## config.mk

```make
export PLATFORM = sky130hd
export DESIGN_NAME = multicycle_control
export DESIGN_NICKNAME = d
export VERILOG_FILES = /design/src/rtl/multicycle_control.sv
export SDC_FILE = /design/constraint.sdc
export NUM_CORES = 1
export LEC_CHECK = 0
export CAP_MARGIN = 20
export CORE_UTILIZATION = 48
export CTS_CLUSTER_DIAMETER = 80
export DETAILED_ROUTE_END_ITERATION = 12
export PLACE_DENSITY = 0.81
export SLEW_MARGIN = 20
export SYNTH_ARGS = -nofsm -noshare
export SYNTH_HDL_FRONTEND = slang
export SYNTH_SLANG_ARGS = --single-unit
```

## constraint.sdc

```tcl
create_clock -name clk -period 2.26 [get_ports clk]
set_input_delay 0.678 -clock clk [delete_from_list [all_inputs] [get_ports clk]]
set_output_delay 0.678 -clock clk [all_outputs]
set_load 0.01 [all_outputs]
```

## src/rtl/multicycle_control.sv

```systemverilog
// Sequencing controller for the multi-cycle MIPS datapath: decodes OP/Funct once per
// instruction and steps a Moore FSM that drives mux selects, write enables and the ULA op.
module multicycle_control #(
  parameter int CNT_W = 32
) (
  input  logic             clk,
  input  logic             rst_n,
  input  logic [5:0]       OP,
  input  logic [5:0]       Funct,
  input  logic             MemReady,
  output logic             PCWrite,
  output logic             Branch,
  output logic             IorD,
  output logic             IRWrite,
  output logic             MemWrite,
  output logic             RegWrite,
  output logic             RegDst,
  output logic             MemtoReg,
  output logic             ULASrcA,
  output logic [1:0]       ULASrcB,
  output logic [2:0]       ULAControl,
  output logic [1:0]       PCSrc,
  output logic             Illegal,
  output logic [3:0]       State,
  output logic [CNT_W-1:0] InstrCount
);

  typedef enum logic [3:0] {
    S_FETCH  = 4'd0,
    S_DECODE = 4'd1,
    S_MEMADR = 4'd2,
    S_MEMRD  = 4'd3,
    S_MEMWB  = 4'd4,
    S_MEMWR  = 4'd5,
    S_EXEC   = 4'd6,
    S_ALUWB  = 4'd7,
    S_BEQ    = 4'd8,
    S_ADDIEX = 4'd9,
    S_ADDIWB = 4'd10,
    S_JUMP   = 4'd11
  } state_e;

  localparam logic [5:0] OP_RTYPE = 6'b000000;
  localparam logic [5:0] OP_LW    = 6'b100011;
  localparam logic [5:0] OP_SW    = 6'b101011;
  localparam logic [5:0] OP_BEQ   = 6'b000100;
  localparam logic [5:0] OP_ADDI  = 6'b001000;
  localparam logic [5:0] OP_J     = 6'b000010;

  localparam logic [2:0] ULA_ADD = 3'b010;
  localparam logic [2:0] ULA_SUB = 3'b110;
  localparam logic [2:0] ULA_AND = 3'b000;
  localparam logic [2:0] ULA_OR  = 3'b001;
  localparam logic [2:0] ULA_SLT = 3'b111;

  state_e           state_q, state_d;
  logic [CNT_W-1:0] cnt_q;

  logic       funct_ok;
  logic [2:0] rtype_ctl;
  logic       retire;
  logic       pc_write, branch, ir_write, mem_write, reg_write, illegal;

  always_comb begin
    funct_ok  = 1'b1;
    rtype_ctl = ULA_ADD;
    case (Funct)
      6'b100000: rtype_ctl = ULA_ADD;
      6'b100010: rtype_ctl = ULA_SUB;
      6'b100100: rtype_ctl = ULA_AND;
      6'b100101: rtype_ctl = ULA_OR;
      6'b101010: rtype_ctl = ULA_SLT;
      default:   funct_ok  = 1'b0;
    endcase
  end

  // NOTE: every signal gets a default before the case so no path leaves it unassigned (no latch).
  always_comb begin
    state_d    = state_q;
    retire     = 1'b0;
    pc_write   = 1'b0;
    branch     = 1'b0;
    ir_write   = 1'b0;
    mem_write  = 1'b0;
    reg_write  = 1'b0;
    illegal    = 1'b0;
    IorD       = 1'b0;
    RegDst     = 1'b0;
    MemtoReg   = 1'b0;
    ULASrcA    = 1'b0;
    ULASrcB    = 2'b00;
    ULAControl = ULA_ADD;
    PCSrc      = 2'b00;
    case (state_q)
      S_FETCH: begin
        ULASrcB  = 2'b01;
        ir_write = MemReady;
        pc_write = MemReady;
        if (MemReady) state_d = S_DECODE;
      end
      S_DECODE: begin
        ULASrcB = 2'b11;
        case (OP)
          OP_LW, OP_SW: state_d = S_MEMADR;
          OP_RTYPE: begin
            state_d = funct_ok ? S_EXEC : S_FETCH;
            illegal = ~funct_ok;
          end
          OP_BEQ:  state_d = S_BEQ;
          OP_ADDI: state_d = S_ADDIEX;
          OP_J:    state_d = S_JUMP;
          default: begin
            state_d = S_FETCH;
            illegal = 1'b1;
          end
        endcase
      end
      S_MEMADR: begin
        ULASrcA = 1'b1;
        ULASrcB = 2'b10;
        state_d = (OP == OP_LW) ? S_MEMRD : S_MEMWR;
      end
      S_MEMRD: begin
        IorD = 1'b1;
        if (MemReady) state_d = S_MEMWB;
      end
      S_MEMWB: begin
        reg_write = 1'b1;
        MemtoReg  = 1'b1;
        retire    = 1'b1;
        state_d   = S_FETCH;
      end
      S_MEMWR: begin
        IorD      = 1'b1;
        mem_write = 1'b1;
        if (MemReady) begin
          retire  = 1'b1;
          state_d = S_FETCH;
        end
      end
      S_EXEC: begin
        ULASrcA    = 1'b1;
        ULAControl = rtype_ctl;
        state_d    = S_ALUWB;
      end
      S_ALUWB: begin
        reg_write = 1'b1;
        RegDst    = 1'b1;
        retire    = 1'b1;
        state_d   = S_FETCH;
      end
      S_BEQ: begin
        ULASrcA    = 1'b1;
        ULAControl = ULA_SUB;
        branch     = 1'b1;
        PCSrc      = 2'b01;
        retire     = 1'b1;
        state_d    = S_FETCH;
      end
      S_ADDIEX: begin
        ULASrcA = 1'b1;
        ULASrcB = 2'b10;
        state_d = S_ADDIWB;
      end
      S_ADDIWB: begin
        reg_write = 1'b1;
        retire    = 1'b1;
        state_d   = S_FETCH;
      end
      S_JUMP: begin
        pc_write = 1'b1;
        PCSrc    = 2'b10;
        retire   = 1'b1;
        state_d  = S_FETCH;
      end
      default: state_d = S_FETCH;
    endcase
  end

  // NOTE: sequential state uses non-blocking assignments so all registers update from pre-edge values.
  always_ff @(posedge clk or negedge rst_n) begin
    if (!rst_n) begin
      state_q <= S_FETCH;
      cnt_q   <= '0;
    end else begin
      state_q <= state_d;
      if (retire) cnt_q <= cnt_q + CNT_W'(1);
    end
  end

  // Reset leaves the FSM in FETCH; strobes are masked so nothing writes while held in reset.
  assign PCWrite    = pc_write  & rst_n;
  assign Branch     = branch    & rst_n;
  assign IRWrite    = ir_write  & rst_n;
  assign MemWrite   = mem_write & rst_n;
  assign RegWrite   = reg_write & rst_n;
  assign Illegal    = illegal   & rst_n;
  assign State      = state_q;
  assign InstrCount = cnt_q;

endmodule

```

# Word level (Yosys, flattened, before mapping)
# Cells that the tools add are included.
# totals
regBits	36
inputBits	15
out_inout_bits	53
elab_cells	70
# op_classes
n_addsub	1
n_eq_ne	24
muxes	25
n_bitwise	7
n_reduce_logical	11
# op_table
cell	n
$eq A6 B6 Y1 const B	7
$add A32 B1 Y32 const B	1
$pmux W4 S7	1
$pmux W4 S5	1
$eq A4 B3 Y1 const B	4
$eq A4 B4 Y1 const B	4
$reduce_or A5 Y1	3
$mux W4	3
$pmux W3 S4	1
$mux W1	11
$eq A4 B2 Y1 const B	2
$and A1 B1 Y1	6
$eq A6 B2 Y1 const B	1
$eq A6 B3 Y1 const B	1
$eq A6 B4 Y1 const B	1
$logic_not A6 Y1	1
$mux W3	2
$ne A2 B2 Y1 const B	3
$pmux W1 S2	3
$pmux W2 S3	1
$pmux W3 S2	1
$reduce_or A2 Y1	3
$eq A4 B1 Y1 const B	1
$logic_not A4 Y1	1
5 further kinds	5

# Logic depth before layout (Yosys ltp)
# Gate-level depths: netlist of run 1.
# logic_depth
word_depth	7
mapped_depth	7

# Least setup slack after synthesis of run 1
# OpenSTA, ideal clock, no wires.
# synth_timing
kind	input to output
from	input OP[1]
to	output Illegal
arrival_time_ps	1576
required_ps	1582
slack_ps	6
path_stages	5
path_buffers	1
cell_sequence	clkbuf_1 > xnor2_1 > o31ai_1 > o21ai_0 > o2111a_1
# synth_via
elab_chain_len	5
word_cells_on_any_way	10
# synth_rtl
element	line_no	source
from (decl)	8	input logic [5:0] OP,
$eq A6 B6 Y1 (tied with other cells)	103	case (OP)
$reduce_or A5 Y1 (no line)	--	
$pmux W1 S2 *	103	
$mux W1 *	94	case (state_q)
$and A1 B1 Y1 *	197	assign Illegal = illegal & rst_n;
to (decl)	23	output logic Illegal,
# Mark *: on every way between the ends. The rest lies on a longest branch, timed or not.

# Worst setup path after layout of run 1
# layout_timing
from	register state_q[1] (netlist: State[1])
to	output ULAControl[1]
# layout_via
elab_chain_len	2
word_cells_on_any_way	3
# layout_rtl
element	line_no	source
from (decl)	56	state_e state_q, state_d;
from (signal assigned)	186	state_q <= state_d;
$eq A4 B4 Y1 / $eq A4 B3 Y1 (equally long branches)	94	
$pmux W3 S2 *	94	
to (decl)	21	output logic [2:0] ULAControl,
# Marks and branches as above.

==> metrics.cfg, run 1 <==
[drt]
drtPass1Iterations=4
routed_via_density=5.733
first_iter_violations=214
drc_errors=0
routed_wirelength_um=6441
final_antenna_net_count=0
wl_per_cell_um=15.94
via_count=2316

[timing]
finalMaxSlewViolations=0
tightest_slew_ps=798.2
tns_ps=-140.0
relSlewSlack_pct=46.79
rsz0062_at_grt=yes
post-route-period-util_pct=103.3
hold_viol_final=0
skew_ps=4.576
setup_viol=3
period_needed_ps=2334
clock.fmax_ghz=0.4284
layout_setup_ws_ps=-74.13

[placement]
pre_cts_ws_ps=-853.5
globalplace.congestion=0.9055
dpl.cell_count=394
dp_hpwl_um=4515
port-buffer-count=67

[floorplanning]
start_util_pct=50.09
placementRows=25
ios=68
coreArea_um2=4723
die_w_um=72.21
die_area_um2=5214
die_y_um=72.21

[clock_network]
numCtsBuffers=5
cts-root-buf=clkbuf_8
cts_sinks=36
clock_latency_ps=290
clockBufferDepth=2
htree_num_levels=2
cts_tree=done
cts.hold.buffers_added=0
path_clk_slew_ps=70

[pwr]
power_mw=1.649
p_per_area_nw_per_um2=476.1
p_leak_nw=1.631
peakVddDrop_v=0.0005152

[outcome]
violations=negative setup slack
status=finished with violations

[synthesis]
syn_avg_cell_area_um2=9.818
yosysWarnings=0
synth_cell_type_count=50
synth_edf_count=0
netlist_instances=241
synth-seq-cells=36
ys_seq_area_share_pct=38.08
syn_nets=257
async_flop_share_pct=100.0
synth_flop_cell=dfrtp_1
synth_area_um2=2366

[final_layout]
syn_to_final_growth_pct=46.38
final_util_pct=73.32
diodes=0
n_fill_cell=355
layout.nets=352
final_layout_size_suffix_gt1_share_pct=30.27
final_cells=404

[worst_setup_path]
crit_type=flip-flop to output port
critical_path.max_fanout=2
crit_required_ps=1580
critPathLaunchType=flip-flop
endpoint_kind=output port
ff2ff_setup_slack_ps=190
crit_arrival_ps=1660

[job]
drv_cap=0

[grt]
grt_pass1_wl_um=10290
grt_pass1_vias=2155
grt_max_degree=33
grt_usage_pct=25.22
gr-total-overflow=0
antenna_found_initial=0

[worst_hold_path]
hold_path_class=input port to async pin

Yosys cell counts (4+ instances only):
master / count / area [um2]
a31oi_1: 4 / 25.02
nor4_1: 14 / 87.58
xnor2_1: 5 / 43.79
nand3_1: 9 / 45.04
and4_1: 6 / 52.55
clkbuf_1: 7 / 26.28
and3_1: 4 / 25.02
o21ai_0: 8 / 40.04
nor4_2: 8 / 100.1
nor3_1: 13 / 65.06
nand2_1: 18 / 67.56
dfrtp_1: 36 / 900.9
xor2_1: 28 / 245.2
nor2_1: 10 / 37.54
nand2b_1: 4 / 25.02
nand4_1: 11 / 68.82
registers in the layout (all words and copies together) (netlist names):
signal      flops
InstrCount     32
State           4
cells by family after synthesis:
logic type,Yosys count,share of synthesized area (%)
flip-flops,36,38.07
XOR/XNOR,33,12.22
multiplexers,5,2.221
AO/OA/AOI/OAI,31,9.783
adder cells (fa/ha/maj),1,0.5287
AND/OR/NAND/NOR,116,32.58
buffers and inverters,19,4.601
layout by cell type (no fill, tap or decap), types with 6 or more instances in the layout:
cell	instances
clkdlybuf4s50_1	33
xor2_1	28
nor4_1	13
nand3_1	9
nand2_1	18
nor2_1	7
and4_1	6
buf_2	9
clkbuf_2	9
nor3_1	10
nor4_2	8
buf_6	9
o21ai_0	7
clkbuf_8	6
buf_4	33
nand4_1	11
dfrtp_1	36
worst max-delay path, cell delays in order, from the launching register on:
cell,delay (ps)
dfrtp_1,370
nor2b_2,210
nand4b_1,150
or4b_4,500
buf_6,140
layer usage:
| layer | share of wire (%) | GRT usage [%] | vias to the layer above | routed length, um |
|---|---|---|---|---|
| met1 | 46 | 34.58 | 1144 | 2976 |
| met3 | 5.2 | 5.556 | 11 | 332 |
| met4 | 1.7 | 6.754 | 0 | 107 |
| li1 | - | - | 1092 | - |
| met2 | 47 | 40.39 | 69 | 3024 |
| met5 | 0 | 0 | - | 0 |
final cells by class:
type                       count  area, um2  area share [%]
multi-input combinational    186       1489           42.99
tap                           67      83.83           2.421
sequential                    36      900.9           26.01
clock buffer                   8      90.09           2.601
inverter                       2      7.507          0.2168
timing repair buffer         105      892.1           25.76
path summary, 6_finish.rpt:
kind,cells after the start,end,start
max,4,ULAControl[1],State[1]
min,3,State[3],rst_n
max reg2reg,6,InstrCount[21],State[1]
min reg2reg,1,InstrCount[31],InstrCount[31]
max in group asynchronous,3,InstrCount[10],rst_n
min in group clk,1,InstrCount[31],InstrCount[31]
report_power, final:
| part | internal [mW] | total, mW | leakage (nW) | switching, mW |
|---|---|---|---|---|
| Clock | 0.249 | 0.478 | 0.0455 | 0.230 |
| Combinational | 0.226 | 0.455 | 1.09 | 0.229 |
| Sequential | 0.675 | 0.716 | 0.497 | 0.0410 |
through the flow:
step	hold slack (ps)	cell area, um2
6_report	450.1	3463
3_3_place_gp	454.7	3284
2_1_floorplan	382.4	2366
3_5_place_dp	456.8	3284
5_1_grt	439.2	3463
4_1_cts	444.9	3387
timing repair:
| action | CTS | global route |
|---|---|---|
| pin swaps | 11 | 13 |
| setup buffers | 1 | 3 |
| setup endpoints to repair | 18 | 17 |
| cloned | 0 | 0 |
| resized for setup | 85 | 51 |
(Power assumes the default switching activity.)
==> run 2, diff against run 1 <==
CORE_UTILIZATION = 50   (was 48)
PLACE_DENSITY = 0.83   (was 0.81)
REMOVE_ABC_BUFFERS = 1   (was not set)
clock period = 2.7 ns   (was 2.26 ns; I/O delays follow)
==> metrics.cfg, run 2 (same netlist as run 1, synthesis figures left out) <==
[pwr]
p_clk_share_pct=35.9  ; +6.9 points
p_int_mw=1.054  ; -8.3%
p_seq_share_pct=40.6  ; -2.8 points
peakVddDrop_v=0.0005872  ; +14%
p_comb_share_pct=23.6  ; -4.0 points
p_sw_share_pct=28.38  ; -1.9 points
p_leak_nw=1.565  ; -4.0%
power.switching_mw=0.4178  ; -16%
p_per_area_nw_per_um2=435.3  ; -8.6%

[drt]
routed_via_density=5.987  ; +4.4%
drc_errors=2  ; +2
via_count=2287  ; -1.3%
wl_per_cell_um=17.76  ; +11%
final_antenna_net_count=0  ; unchanged
routed_wirelength_um=6786  ; +5.4%
drtPass1Iterations=11  ; +7
first_iter_violations=143  ; -33%

[grt]
grt_usage_pct=28.70  ; +3.5 points
gr-total-overflow=0  ; unchanged
grt_pass1_vias=2278  ; +5.7%
grt_max_degree=35  ; +6.1%
antenna_found_initial=0  ; unchanged
grt_pass1_wl_um=11200  ; +8.8%

[timing]
skew_ps=10.95  ; +6.371 ps
post-route-period-util_pct=98.78
period_needed_ps=2667
finalMaxSlewViolations=0  ; unchanged
hold_slack_ps=446.7  ; -3.413 ps
tightest_slew_ps=930.9  ; +132.7 ps
clock.fmax_ghz=0.3750
setup_viol=0  ; -3
hold_viol_final=0  ; unchanged
relSlewSlack_pct=37.94  ; -8.8 points

[final_layout]
largest_reg_flops=32  ; unchanged
final_cell_mix=clkdlybuf4s50_1 (43), dfrtp_1 (36), buf_4 (30)
final_util_pct=76.10  ; +2.8 points
layout.nets=345  ; -2.0%
design_area_um2=3382  ; -2.3%
syn_to_final_growth_pct=42.94
final_layout_size_suffix_gt1_share_pct=24.85  ; -5.4 points
diodes=0  ; unchanged
final_common_cell=clkdlybuf4s50_1

[worst_setup_path]
reg2reg_from=State[1]
critPathLaunch=Funct[5]
endpoint_kind=output port
critPathLaunchType=input port
crit_type=input port to output port
critical_path.max_fanout=2  ; unchanged
crit_arrival_ps=1860  ; +200 ps
crit_required_ps=1890  ; +310 ps

[clock_network]
path_clk_slew_ps=80  ; about the same
htree_num_levels=2  ; unchanged
cts_tree=done
clock_latency_ps=300  ; about the same
cts_sinks=36  ; unchanged
cts-root-buf=clkbuf_8
clockBufferDepth=2  ; unchanged
numCtsBuffers=5  ; unchanged

[outcome]
status=finished with violations
violations=design-rule violations

[floorplanning]
coreArea_um2=4444  ; -5.9%
die_area_um2=5011  ; -3.9%
placementRows=24  ; -4.0%
die_y_um=70.79  ; -2.0%
ios=68  ; unchanged
die_w_um=70.79  ; -2.0%
start_util_pct=53.24  ; +3.1 points

[job]
drv_cap=0  ; unchanged

[placement]
port-buffer-count=67  ; unchanged
globalplace.congestion=0.8835  ; -2.4%
dp_hpwl_um=4237  ; -6.2%
post_dp_cell_area_um2=3161  ; -3.8%

[worst_hold_path]
hold_path_class=input port to async pin

## run 2: area by class of cell
class                   instances  area [um2]
clock buffers                   7       96.34
clock inverters                 1       30.03
fillers                       324        1062
inverters                       2       7.507
multi-input cells             186        1434
flip-flops and latches         36       900.9
well taps                      52       65.06
repair buffers                 98       848.3
## run 2: power by group through the flow
stage	Clock (mW)	Combinational (mW)	Sequential [mW]
floorplan	0	0.122	0.627
global placement	0	0.330	0.605
detailed placement	0	0.332	0.606
CTS	0.529	0.337	0.597
global route	0.550	0.372	0.602
finish	0.528	0.347	0.597
## run 2: what timing repair did
action	4_1_cts	5_1_grt
pin swaps	7	4
endpoints found under the hold margin	0	0
hold buffers	0	0
gates resized for setup	53	25
buffers inserted	12	1
endpoints found under the setup margin	9	9
cloned	0	0
## run 2: final timing paths
kind | end | slack, ps | cells after the start
max | ULAControl[1] | 30 | 4
min | InstrCount[25] | 450 | 2
max reg2reg | InstrCount[5] | 480 | 6
min reg2reg | InstrCount[31] | 470 | 1
max in group asynchronous | State[2] | 1780 | 2
min in group clk | InstrCount[31] | 470 | 1
## run 2: per-layer routing
layer	share of wire [%]	track usage (%)	wire length, um	up-vias
li1	-	-	-	1068
met1	42	37.88	2871	1109
met2	49	46.15	3332	89
met3	5.7	5.556	390	21
met4	2.8	12.67	191	0
met5	0	0	0	-
## run 2: worst max-delay path: stages
cell and delay, ps:
dlygate4sd2_1 220, nand4b_1 130, or4b_4 550, buf_6 140
## run 2: stage by stage
| step | std cells | total power, mW | TNS [ps] | worst slack [ps] |
|---|---|---|---|---|
| final | 382 | 1.472 | 0 | 33.05 |
| after global routing | 382 | 1.525 | -6.359 | -6.359 |
| after CTS | 385 | 1.462 | -226.4 | -114.5 |
| after detailed placement | 365 | 0.9371 | -2888 | -645.6 |
| after global placement | 365 | 0.9348 | -2688 | -615.7 |
| after floorplan | 224 | 0.7486 | 0 | 160.1 |
